File: src/rtl/pl_wb_arbiter.sv
// rtl/pl_wb_arbiter.sv - register-file write-port arbiter: pipeline WB (A) vs buffered multi-cycle unit (B)
// Optional starvation guard (stall_req/arb_err) compiled in with WB_ARB_STARVE_EN.
`timescale 1ns/1ps
module pl_wb_arbiter #(
  parameter int STARVE_LIMIT = 4
) (
  input  logic        clk,
  input  logic        reset_n,
  input  logic        enable,
  input  logic        wb_valid,
  input  logic [4:0]  wb_reg,
  input  logic [31:0] wb_data,
  input  logic        md_valid,
  output logic        md_ready,
  input  logic [4:0]  md_reg,
  input  logic [31:0] md_data,
  input  logic [4:0]  rs_q,
  input  logic [4:0]  rt_q,
  output logic        pend_rs,
  output logic        pend_rt,
  output logic        reg_write,
  output logic [4:0]  write_reg,
  output logic [31:0] write_data,
  output logic        stall_req,
  output logic        arb_err
);

  logic [4:0]  r_fifo_reg  [2];
  logic [31:0] r_fifo_data [2];
  logic        r_rd_ptr;
  logic        r_wr_ptr;
  logic [1:0]  r_count;

  logic        w_push;
  logic        w_pop;
  logic        w_a_grant;
  logic        w_head_valid;
  logic        w_tail_valid;
  logic [4:0]  w_head_reg;
  logic [31:0] w_head_data;
  logic [4:0]  w_tail_reg;

  assign md_ready     = (r_count != 2'd2);
  assign w_push       = md_valid && md_ready;
  assign w_a_grant    = reset_n && wb_valid && (wb_reg != 5'd0);
  // Any A request, even a reg-0 bubble, holds off draining the FIFO this cycle.
  assign w_pop        = reset_n && !wb_valid && enable && (r_count != 2'd0);
  assign w_head_valid = (r_count != 2'd0);
  assign w_tail_valid = (r_count == 2'd2);
  assign w_head_reg   = r_fifo_reg[r_rd_ptr];
  assign w_head_data  = r_fifo_data[r_rd_ptr];
  assign w_tail_reg   = r_fifo_reg[~r_rd_ptr];

  always_ff @(posedge clk or negedge reset_n) begin
    if (!reset_n) begin
      r_rd_ptr <= 1'b0;
      r_wr_ptr <= 1'b0;
      r_count  <= 2'd0;
    end else begin
      if (w_push) r_wr_ptr <= ~r_wr_ptr;
      if (w_pop)  r_rd_ptr <= ~r_rd_ptr;
      case ({w_push, w_pop})
        2'b10:   r_count <= r_count + 2'd1;
        2'b01:   r_count <= r_count - 2'd1;
        default: r_count <= r_count;
      endcase
    end
  end

  always_ff @(posedge clk) begin
    if (w_push) begin
      r_fifo_reg[r_wr_ptr]  <= md_reg;
      r_fifo_data[r_wr_ptr] <= md_data;
    end
  end

  assign pend_rs = (rs_q != 5'd0) &&
                   ((w_head_valid && (w_head_reg == rs_q)) || (w_tail_valid && (w_tail_reg == rs_q)));
  assign pend_rt = (rt_q != 5'd0) &&
                   ((w_head_valid && (w_head_reg == rt_q)) || (w_tail_valid && (w_tail_reg == rt_q)));

  always_comb begin
    reg_write  = 1'b0;
    write_reg  = 5'd0;
    write_data = 32'd0;
    if (w_a_grant) begin
      reg_write  = 1'b1;
      write_reg  = wb_reg;
      write_data = wb_data;
    end else if (w_pop && (w_head_reg != 5'd0)) begin
      reg_write  = 1'b1;
      write_reg  = w_head_reg;
      write_data = w_head_data;
    end
  end

`ifdef WB_ARB_STARVE_EN
  localparam int CW = $clog2(STARVE_LIMIT + 1);
  localparam logic [CW-1:0] LIMIT = CW'(STARVE_LIMIT);

  logic [CW-1:0] r_starve_cnt;
  logic [CW-1:0] w_starve_next;
  logic          r_stall;
  logic          r_err;

  // Saturates at the limit; cleared by any pop or an empty FIFO.
  always_comb begin
    w_starve_next = r_starve_cnt;
    if (w_pop || !w_head_valid)
      w_starve_next = '0;
    else if (r_starve_cnt != LIMIT)
      w_starve_next = r_starve_cnt + 1'b1;
  end

  always_ff @(posedge clk or negedge reset_n) begin
    if (!reset_n) begin
      r_starve_cnt <= '0;
      r_stall      <= 1'b0;
      r_err        <= 1'b0;
    end else begin
      r_starve_cnt <= w_starve_next;
      r_stall      <= (w_starve_next == LIMIT);
      if (w_a_grant && r_stall) r_err <= 1'b1;
    end
  end

  assign stall_req = r_stall;
  assign arb_err   = r_err;
`else
  logic w_unused_limit;
  assign w_unused_limit = (STARVE_LIMIT != 0);
  assign stall_req = 1'b0;
  assign arb_err   = 1'b0;
`endif

endmodule

File: config.mk
export PLATFORM = sky130hd
export DESIGN_NAME = pl_wb_arbiter
export DESIGN_NICKNAME = d
export VERILOG_FILES = /design/src/rtl/pl_wb_arbiter.sv
export SDC_FILE = /design/constraint.sdc
export NUM_CORES = 1
export LEC_CHECK = 0
export ABC_AREA = 1
export CORE_MARGIN = 2
export CORE_UTILIZATION = 46
export CTS_CLUSTER_SIZE = 16
export DETAILED_ROUTE_END_ITERATION = 10
export HOLD_SLACK_MARGIN = 0.05
export PLACE_DENSITY = 0.8
export SYNTH_ARGS = -nofsm -noshare
export SYNTH_HDL_FRONTEND = slang
export SYNTH_SLANG_ARGS = --single-unit
File: constraint.sdc
create_clock -name clk -period 3.47 [get_ports clk]
set_input_delay 0.347 -clock clk [delete_from_list [all_inputs] [get_ports clk]]
set_output_delay 0.347 -clock clk [all_outputs]
set_load 0.02 [all_outputs]
======== After elaboration in Yosys (flattened, before gate mapping) ========
Memories as Yosys holds them, arrays and structs flattened.
Index checks and enable logic that the tools add are counted.
cells by class
  mux-type cells .......................... 9
  equality and inequality tests ........... 8
  reduce and logical (&&, ||, !) cells .... 22
  add/subtract/negate cells ............... 2
  bitwise gates (word level) .............. 2
operator list
  kind                   number
  $mux W32               2
  $eq A5 B5 Y1           4
  $reduce_bool A5 Y1     4
  $logic_and A1 B1 Y1    13
  $mux W5                2
  $eq A2 B2 Y1 const B   2
  $mux W1                4
  $pmux W2 S2            1
  $reduce_bool A2 Y1     2
  $add A2 B1 Y2 const B  1
  $eq A2 B1 Y1 const B   1
  $logic_or A1 B1 Y1     2
  $ne A2 B2 Y1 const B   1
  $not A1 Y1             2
  $sub A2 B1 Y2 const B  1
  $logic_not A1 Y1       1
storage, ports and cells
  memories kept ........................... 2
  bits of input ports ..................... 89
  logic and storage cells ................. 48
  bits in registers ....................... 4
  RAM bits ................................ 74
  output and inout bits ................... 43
memories
  memory       depth  bits a word  read ports  clocked after memory_dff  write ports  RTL line  source
  r_fifo_data  2      32           1           0                         1            29        logic [31:0] r_fifo_data [2];
  r_fifo_reg   2      5            2           0                         1            28        logic [4:0] r_fifo_reg [2];

======== Longest topological paths before layout ========
Gate-level depths: netlist (run 1).
  depth after elaboration ................. 7
  gate-level depth with buffers ........... 9
  depth with buffers taken out ............ 8

======== Least setup slack after synthesis (run 1) ========
OpenSTA, ideal clock, no wires.
  path kind ............................... reg-to-reg
  from .................................... register r_count[1]
  to ...................................... memory r_fifo_data[1][0] (enable)
  period minus slack after synthesis ...... 2.828 ns
  cell stages (with the launch flop) ...... 6
  buffers on the path ..................... 0
  data required time ...................... 3.037 ns
  data arrival time ....................... 2.395 ns
  setup time .............................. 0.433 ns
  slack ................................... 0.642 ns
  path through ............................ dfrtp_1 inv_1 nor2_1 inv_1 nand2_1 nor2_1
between the ends
  cells in the longest elaborated chain, start to end .. 4
ends and longest elaborated chain
  element                        RTL line  source
  start: declaration             32        logic [1:0] r_count;
  start signal: assignment       63        2'b10: r_count <= r_count + 2'd1;
  start signal: assignment       64        2'b01: r_count <= r_count - 2'd1;
  start signal: assignment       65        default: r_count <= r_count;
  $ne A2 B2 Y1                   43        assign md_ready = (r_count != 2'd2);
  via md_ready                   14        output logic md_ready,
  $logic_and A1 B1 Y1            44        assign w_push = md_valid && md_ready;
  $mux W1                        71        if (w_push) begin
  $mux W1 (implied by the code)  73        r_fifo_data[r_wr_ptr] <= md_data;
  end: declaration               29
The timed path passes the listed nets, and every way through them passes these cells.

======== Worst setup path after layout (run 1) ========
  from .................................... register r_rd_ptr
  to ...................................... output write_data[11]
between the ends
  cells in the longest elaborated chain, start to end .. 5
  elaborated cells between the ends (all ways) .. 6
  classes of those cells .................. mux: 2; reduce/logical: 2; memory: 2
ends and longest elaborated chain
  element                   RTL line  source
  start: declaration        30        logic r_rd_ptr;
  start signal: assignment  61        if (w_pop) r_rd_ptr <= ~r_rd_ptr;
  $mem_v2 Z2 W5             -
  $reduce_bool A5 Y1        90        end else if (w_pop && (w_head_reg != 5'd0)) begin
  $logic_and A1 B1 Y1       90
  $mux W32 *                90
  $mux W32 *                86        if (w_a_grant) begin
  end: declaration          23        output logic [31:0] write_data,
Mark *: on every way between the ends. The rest lies on a longest branch, timed or not.

==> results of run 1 <==
placed cells by master, fill, tap and decap left out, drive strengths merged, types with 4 or more instances in the layout:
| cell type | n |
|---|---|
| clkbuf | 10 |
| edfxtp | 74 |
| nor2 | 21 |
| mux2i | 32 |
| inv | 31 |
| nand3 | 39 |
| dfrtp | 4 |
| clkdlybuf4s50 | 129 |
| buf | 9 |
| o21ai | 39 |
| a21oi | 4 |
| nand2 | 105 |
per-layer routing:
| metal | wire length [µm] | up-vias | part of all wire | GRT usage |
|---|---|---|---|---|
| met1 | 3780 | 1478 | 0.41 | 0.233 |
| li1 | - | 1571 | - | - |
| met5 | 0 | - | 0 | 0 |
| met3 | 654 | 13 | 0.070 | 0.0535 |
| met2 | 4730 | 111 | 0.51 | 0.343 |
| met4 | 110 | 0 | 0.012 | 0.0672 |
synth_stat cells:
cell type	n	area [µm²]
nand2_1	102	383
edfxtp_1	74	2220
nand3_1	37	185
mux2i_1	32	320
inv_1	27	101
nor2_1	21	78.8
o21ai_2	20	175
o21ai_0	17	85.1
buf_6	8	90.1
a21oi_1	4	20.0
dfrtp_1	4	100
buf_4	3	22.5
clkbuf_1	3	11.3
nand2_2	3	18.8
nor3_1	3	15.0
inv_2	2	7.51
nand3_2	2	20.0
nand3b_1	2	15.0
o22ai_1	2	12.5
xor2_1	2	17.5
buf_8	1	15.0
conb_1	1	3.75
ha_1	1	12.5
inv_6	1	8.76
o21ai_4	1	16.3
or2_4	1	8.76
xnor2_1	1	8.76
metrics by stage:
step | setup WS (ns) | power [mW]
after global placement | 0.421 | 2.71
after CTS | 0.256 | 3.46
after floorplan | 0.642 | 2.34
after global routing | 0.0855 | 3.63
after detailed placement | 0.318 | 2.76
final | 0.279 | 3.42
final cells by class:
class                           instances  area, µm²
Sequential cell                        78       2320
Multi-Input combinational cell        254       1430
Fill cell                             646       2730
Clock buffer                           10        138
Clock inverter                          6       68.8
Tap cell                              105        131
Timing Repair Buffer                  138       1360
Inverter                               30        118
repair_timing:
action	CTS	global route
endpoints found under the hold margin	0	0
hold buffers	0	0
gates resized for setup	1	0
endpoints found under the setup margin	12	0
critical path, stage by stage, from the launching register on:
cell	delay [ns]
dfrtp_2	0.55
buf_4	0.24
nand2_1	0.13
nand2_2	0.09
inv_2	0.08
nand3_2	0.14
o21ai_4	0.64
o21ai_2	0.08
clkdlybuf4s50_1	0.56
final timing paths:
check | depth (start not counted) | endpoint | slack (ns) | from
worst min-delay path | 1 | r_count[1] | 0.26 | reset_n
worst max-delay path | 8 | write_data[11] | 0.28 | r_rd_ptr
worst min register to register | 1 | r_count[0] | 0.56 | r_count[0]
worst max register to register | 6 | r_fifo_data[0][30] | 1.49 | r_count[1]
max in group asynchronous | 1 | r_rd_ptr | 2.97 | reset_n
min in group clk | 1 | r_count[0] | 0.56 | r_count[0]
cells by family (layout without fill, tap and decap cells):
kind of cell             Yosys count  after routing  share of synthesized area
AO/OA/AOI/OAI                     44             45                     0.0777
flip-flops                        78             78                      0.584
AND/OR/NAND/NOR                  171            171                      0.182
XOR/XNOR                           3              3                    0.00661
buffers and inverters             45            184                     0.0645
multiplexers                      32             32                     0.0806
other                              1              2                   0.000943
adder cells (fa/ha/maj)            1              1                    0.00315
power by group through the flow:
stage	registers, mW	clock network [mW]	logic, mW
after floorplan	1.37	0	0.973
after global placement	1.40	0	1.31
after detailed placement	1.41	0	1.34
after CTS	1.39	0.701	1.37
after global routing	1.41	0.735	1.48
final	1.39	0.682	1.35
==> run metrics, run 1 <==
synthesized instance count around 380; drt total wl slightly above 9000 µm; crit start category flip-flop; RSZ-0062 raised after global routing false; Yosys cell types 27; Yosys reg bits 78; Int Pwr approximately 2.2 mW; Net Sw Frac 0.361; synthesized area between 3000 and 4000 µm²; IR drop worst, VDD 0.285 mV; max_cap viols 0; Synth Warn # 0; Hold WC Path Type input pin to async pin; GP Congestion 0.872; pin count of the biggest net entering global routing 22; part of the power in registers 0.407; post-layout util 0.671; antenna violations before repair 0; nets@finish around 600; DRC 0; Max FO, Critical Path 17; DP Cell Count between 600 and 700; CTS tree built; Site Rows 33; max reg flops 64; final count of hold timing violations 0; vias per cell around 5; initial core utilization 0.479; switching power 1.23 mW; Sink Count 78; crit path DAT around 2.8 ns; fin crit share 0.920; H-tree depth 3; Core ar. just over 8000 µm²; hpwl dp slightly below 7000 µm; CP Class flip-flop to primary output; Root Buffer clkbuf_8; hold_ws around 0.26 ns; share of layout cells above drive strength 1 0.114; final antenna diode count 0; CTS Buffer Depth 2; Critical Path End Type primary output; outcome completed; vias in the first global route 3269; P per Cell Area a little over 600 nW/µm²; IO Pins about 130; die area 9400 µm²; setup TNS 0 ns; chip height just under 100 µm; Critical Path RT roughly 3.1 ns; number of port buffers approximately 130; Slew HR 0.514; clock latency on the worst-skew pair between 0.3 and 0.4 ns; remaining antenna violation count 0; DP Area 5350 µm²; DR WL/cell ~15 µm; Clock Skew between 0.008 and 0.009 ns; Die Wd just under 100 µm; clock share of power 0.199; Tightest Pin Transition 0.726 ns; total congestion overflow 0; clock-pin slew on the worst setup and hold paths about 0.080 ns; drt pass-1 iters 5; Final Max Slew Viols 0; Post-Layout Cell Count between 600 and 700; Area Overhead vs Synth 40.1%; register area share after synthesis 0.584; Comb pwr share 0.394; first-pass GRT wire length roughly 15000 µm; Pleak approximately 2.2 nW; post-route cell area ~5600 µm²; via count 3173; fmax 0.313 GHz; DRT iter0 DRCs ~110; setup bufs post-CTS 0; Mean Syn Cell Area approximately 11 µm²; Total GRT Usage 0.196; CTS buffer count 9; Tmin final about 3.2 ns; final setup fails 0
No activity file was read; power rests on OpenSTA's default activity.
==> run 2: changes to the inputs <==
--- a/config.mk
+++ b/config.mk
@@ -7,11 +7,11 @@
 export LEC_CHECK = 0
 export ABC_AREA = 1
 export CORE_MARGIN = 2
-export CORE_UTILIZATION = 46
+export CORE_UTILIZATION = 42
 export CTS_CLUSTER_SIZE = 16
 export DETAILED_ROUTE_END_ITERATION = 10
 export HOLD_SLACK_MARGIN = 0.05
-export PLACE_DENSITY = 0.8
+export PLACE_DENSITY = 0.77
 export SYNTH_ARGS = -nofsm -noshare
 export SYNTH_HDL_FRONTEND = slang
 export SYNTH_SLANG_ARGS = --single-unit
==> constraint.sdc (replaced) <==
create_clock -name clk -period 2.6 [get_ports clk]
set_input_delay 0.26 -clock clk [delete_from_list [all_inputs] [get_ports clk]]
set_output_delay 0.26 -clock clk [all_outputs]
set_load 0.02 [all_outputs]
==> run 2 against run 1 <==
  * Register-to-register slack worse by 0.80 ns
  * Critical endpoint is now write_data[7]
  * Largest cell class unchanged
  * Largest power group is now combinational logic
  * Combinational power up 55%
  * Via count up 4.0%
  * First-iteration DRC count up 54%
  * Cell count up 5.6%
  * Clock skew down 0.0020 ns
==> run metrics, run 2 (same netlist as run 1, synthesis figures left out) <==
met2 wire length ~5200 µm; crit path capture write_data[7]; hpwl dp 7420 µm; initial core utilization 0.432; fin crit share 0.941; chip height between 100 and 150 µm; end of the worst register-to-register path r_count[1]; clock latency on the worst-skew pair around 0.33 ns; Tmin final between 2 and 2.5 ns; remaining antenna violation count 0; Met3 Routed Length ~470 µm; max_cap viols 0; RSZ-0062 raised after global routing false; Die Wd 101 µm; Total GRT Usage 0.197; CP startpoint r_rd_ptr; CTS buffer count 9; H-tree depth 3; DRC 0; Post-Layout Cell Count roughly 660; final setup fails 0; Sink Count 78; vias per cell around 5.0; IR drop worst, VDD around 0.4 mV; post-route cell area around 5800 µm²; GP Congestion 0.906; Critical Path, Cell by Cell buf_4 -> nand2_1 -> nand2_1 -> nand3_2 -> o21ai_4 -> buf_12 -> buf_12 -> o21ai_2 -> dlygate4sd2_1; final count of hold timing violations 0; CTS tree built; crit path DAT between 2 and 2.5 ns; Tot Pwr 4.72 mW; Reg2Reg Depth 7; most frequent cells in the layout nand2_1 (101), clkdlybuf4s50_1 (93), edfxtp_1 (74); number of port buffers about 130; first-pass GRT wire length approximately 16000 µm; drt pass-1 iters 4; crit path buf inv count 4; Clock Skew 0.00681 ns; Largest delay share family, worst path buffers and inverters; Post-Place Setup Slack -0.118 ns; DP Cell Count about 630; drt total wl between 10000 and 15000 µm; pin count of the biggest net entering global routing 20; CP max stage delay about 0.48 ns; top sig layer met4; Critical Path RT about 2.3 ns; reg2reg start r_count[0]; nets@finish 630; P per Cell Area a little over 800 nW/µm²; via count roughly 3300; commonest non-fill, non-tap cell in the layout nand2_1; crit start category flip-flop; DR WL/cell around 15 µm; Core ar. around 9200 µm²; antenna violations before repair 0; IO Pins ~130; Final Max Slew Viols 0; Pleak between 2 and 3 nW; outcome completed; Critical Path End Type primary output; clock-pin slew on the worst setup and hold paths 0.08 ns; vias in the first global route approximately 3300; final antenna diode count 0; setup ws final between 0.15 and 0.2 ns; CTS Hold Buffers Added 0; FF-to-FF setup slack ~0.7 ns; DRT iter0 DRCs around 170; CTS Buffer Depth 2; Slowest cell on crit path dfrtp_2; Area Overhead vs Synth 46.6%; Site Rows 35; WP depth 9; die area between 10000 and 15000 µm²; DP Area between 5000 and 6000 µm²; CP Class flip-flop to primary output; setup TNS 0 ns; total congestion overflow 0; wl on met1 ~4200 µm; post-layout util 0.633; max reg flops 64; Root Buffer clkbuf_8; share of layout cells above drive strength 1 0.160; Max FO, Critical Path 12; Hold WC Path Type input pin to async pin; hold_ws about 0.22 ns; fmax approximately 0.4 GHz
==> run 2: cell type report <==
class                   count  area [µm²]
clock buffers               9         124
clock inverters             7        48.8
fillers                   745        3370
inverters                  30         118
multi-input cells         254        1430
flip-flops and latches     78        2320
well taps                 111         139
repair buffers            167        1640
==> run 2: report_power, final <==
| part | internal (mW) | switching (mW) |
|---|---|---|
| clock | 0.347 | 0.439 |
| sequential | 1.72 | 0.123 |
| combinational | 0.917 | 1.17 |
| total | 2.98 | 1.73 |
==> run 2: worst min-delay path by stage <==
stage          cells past startpoint  slack [ns]         end
3_3_place_gp                       1        0.52  r_count[0]
5_1_grt                            2        0.22    r_wr_ptr
6_report                           2        0.22  r_count[0]
4_1_cts                            2        0.20    r_wr_ptr
3_5_place_dp                       1        0.53  r_count[0]
2_1_floorplan                      0       -0.04  r_count[0]
==> run 2: routing by layer <==
metal | vias to the layer above | GRT usage
li1 | 1620 | -
met1 | 1568 | 0.240
met2 | 96 | 0.353
met5 | - | 0
met4 | 0 | 0.0644
met3 | 15 | 0.0338
==> run 2: repair_timing <==
action,in CTS,in global routing
buffers inserted,6,0
pin swaps,2,0
cloned,1,0
setup endpoints to repair,36,12
resized for setup,26,12
==> run 2: worst register-to-register path, stage by stage, from the launching register on <==
cell	delay, ns
dfrtp_1	0.43
nor2_1	0.30
inv_1	0.13
nand2_1	0.23
ha_1	0.31
a21oi_1	0.12
o21ai_0	0.12
xor2_1	0.16
==> run 3: changes to the inputs <==
--- a/config.mk
+++ b/config.mk
@@ -6,6 +6,7 @@
 export NUM_CORES = 1
 export LEC_CHECK = 0
 export ABC_AREA = 1
+export ABC_CLOCK_PERIOD_IN_PS = 2600
 export CORE_MARGIN = 2
 export CORE_UTILIZATION = 42
 export CTS_CLUSTER_SIZE = 16
==> results of run 3 <==
No change in the layout: final DEF, timing and power equal those of run 2.
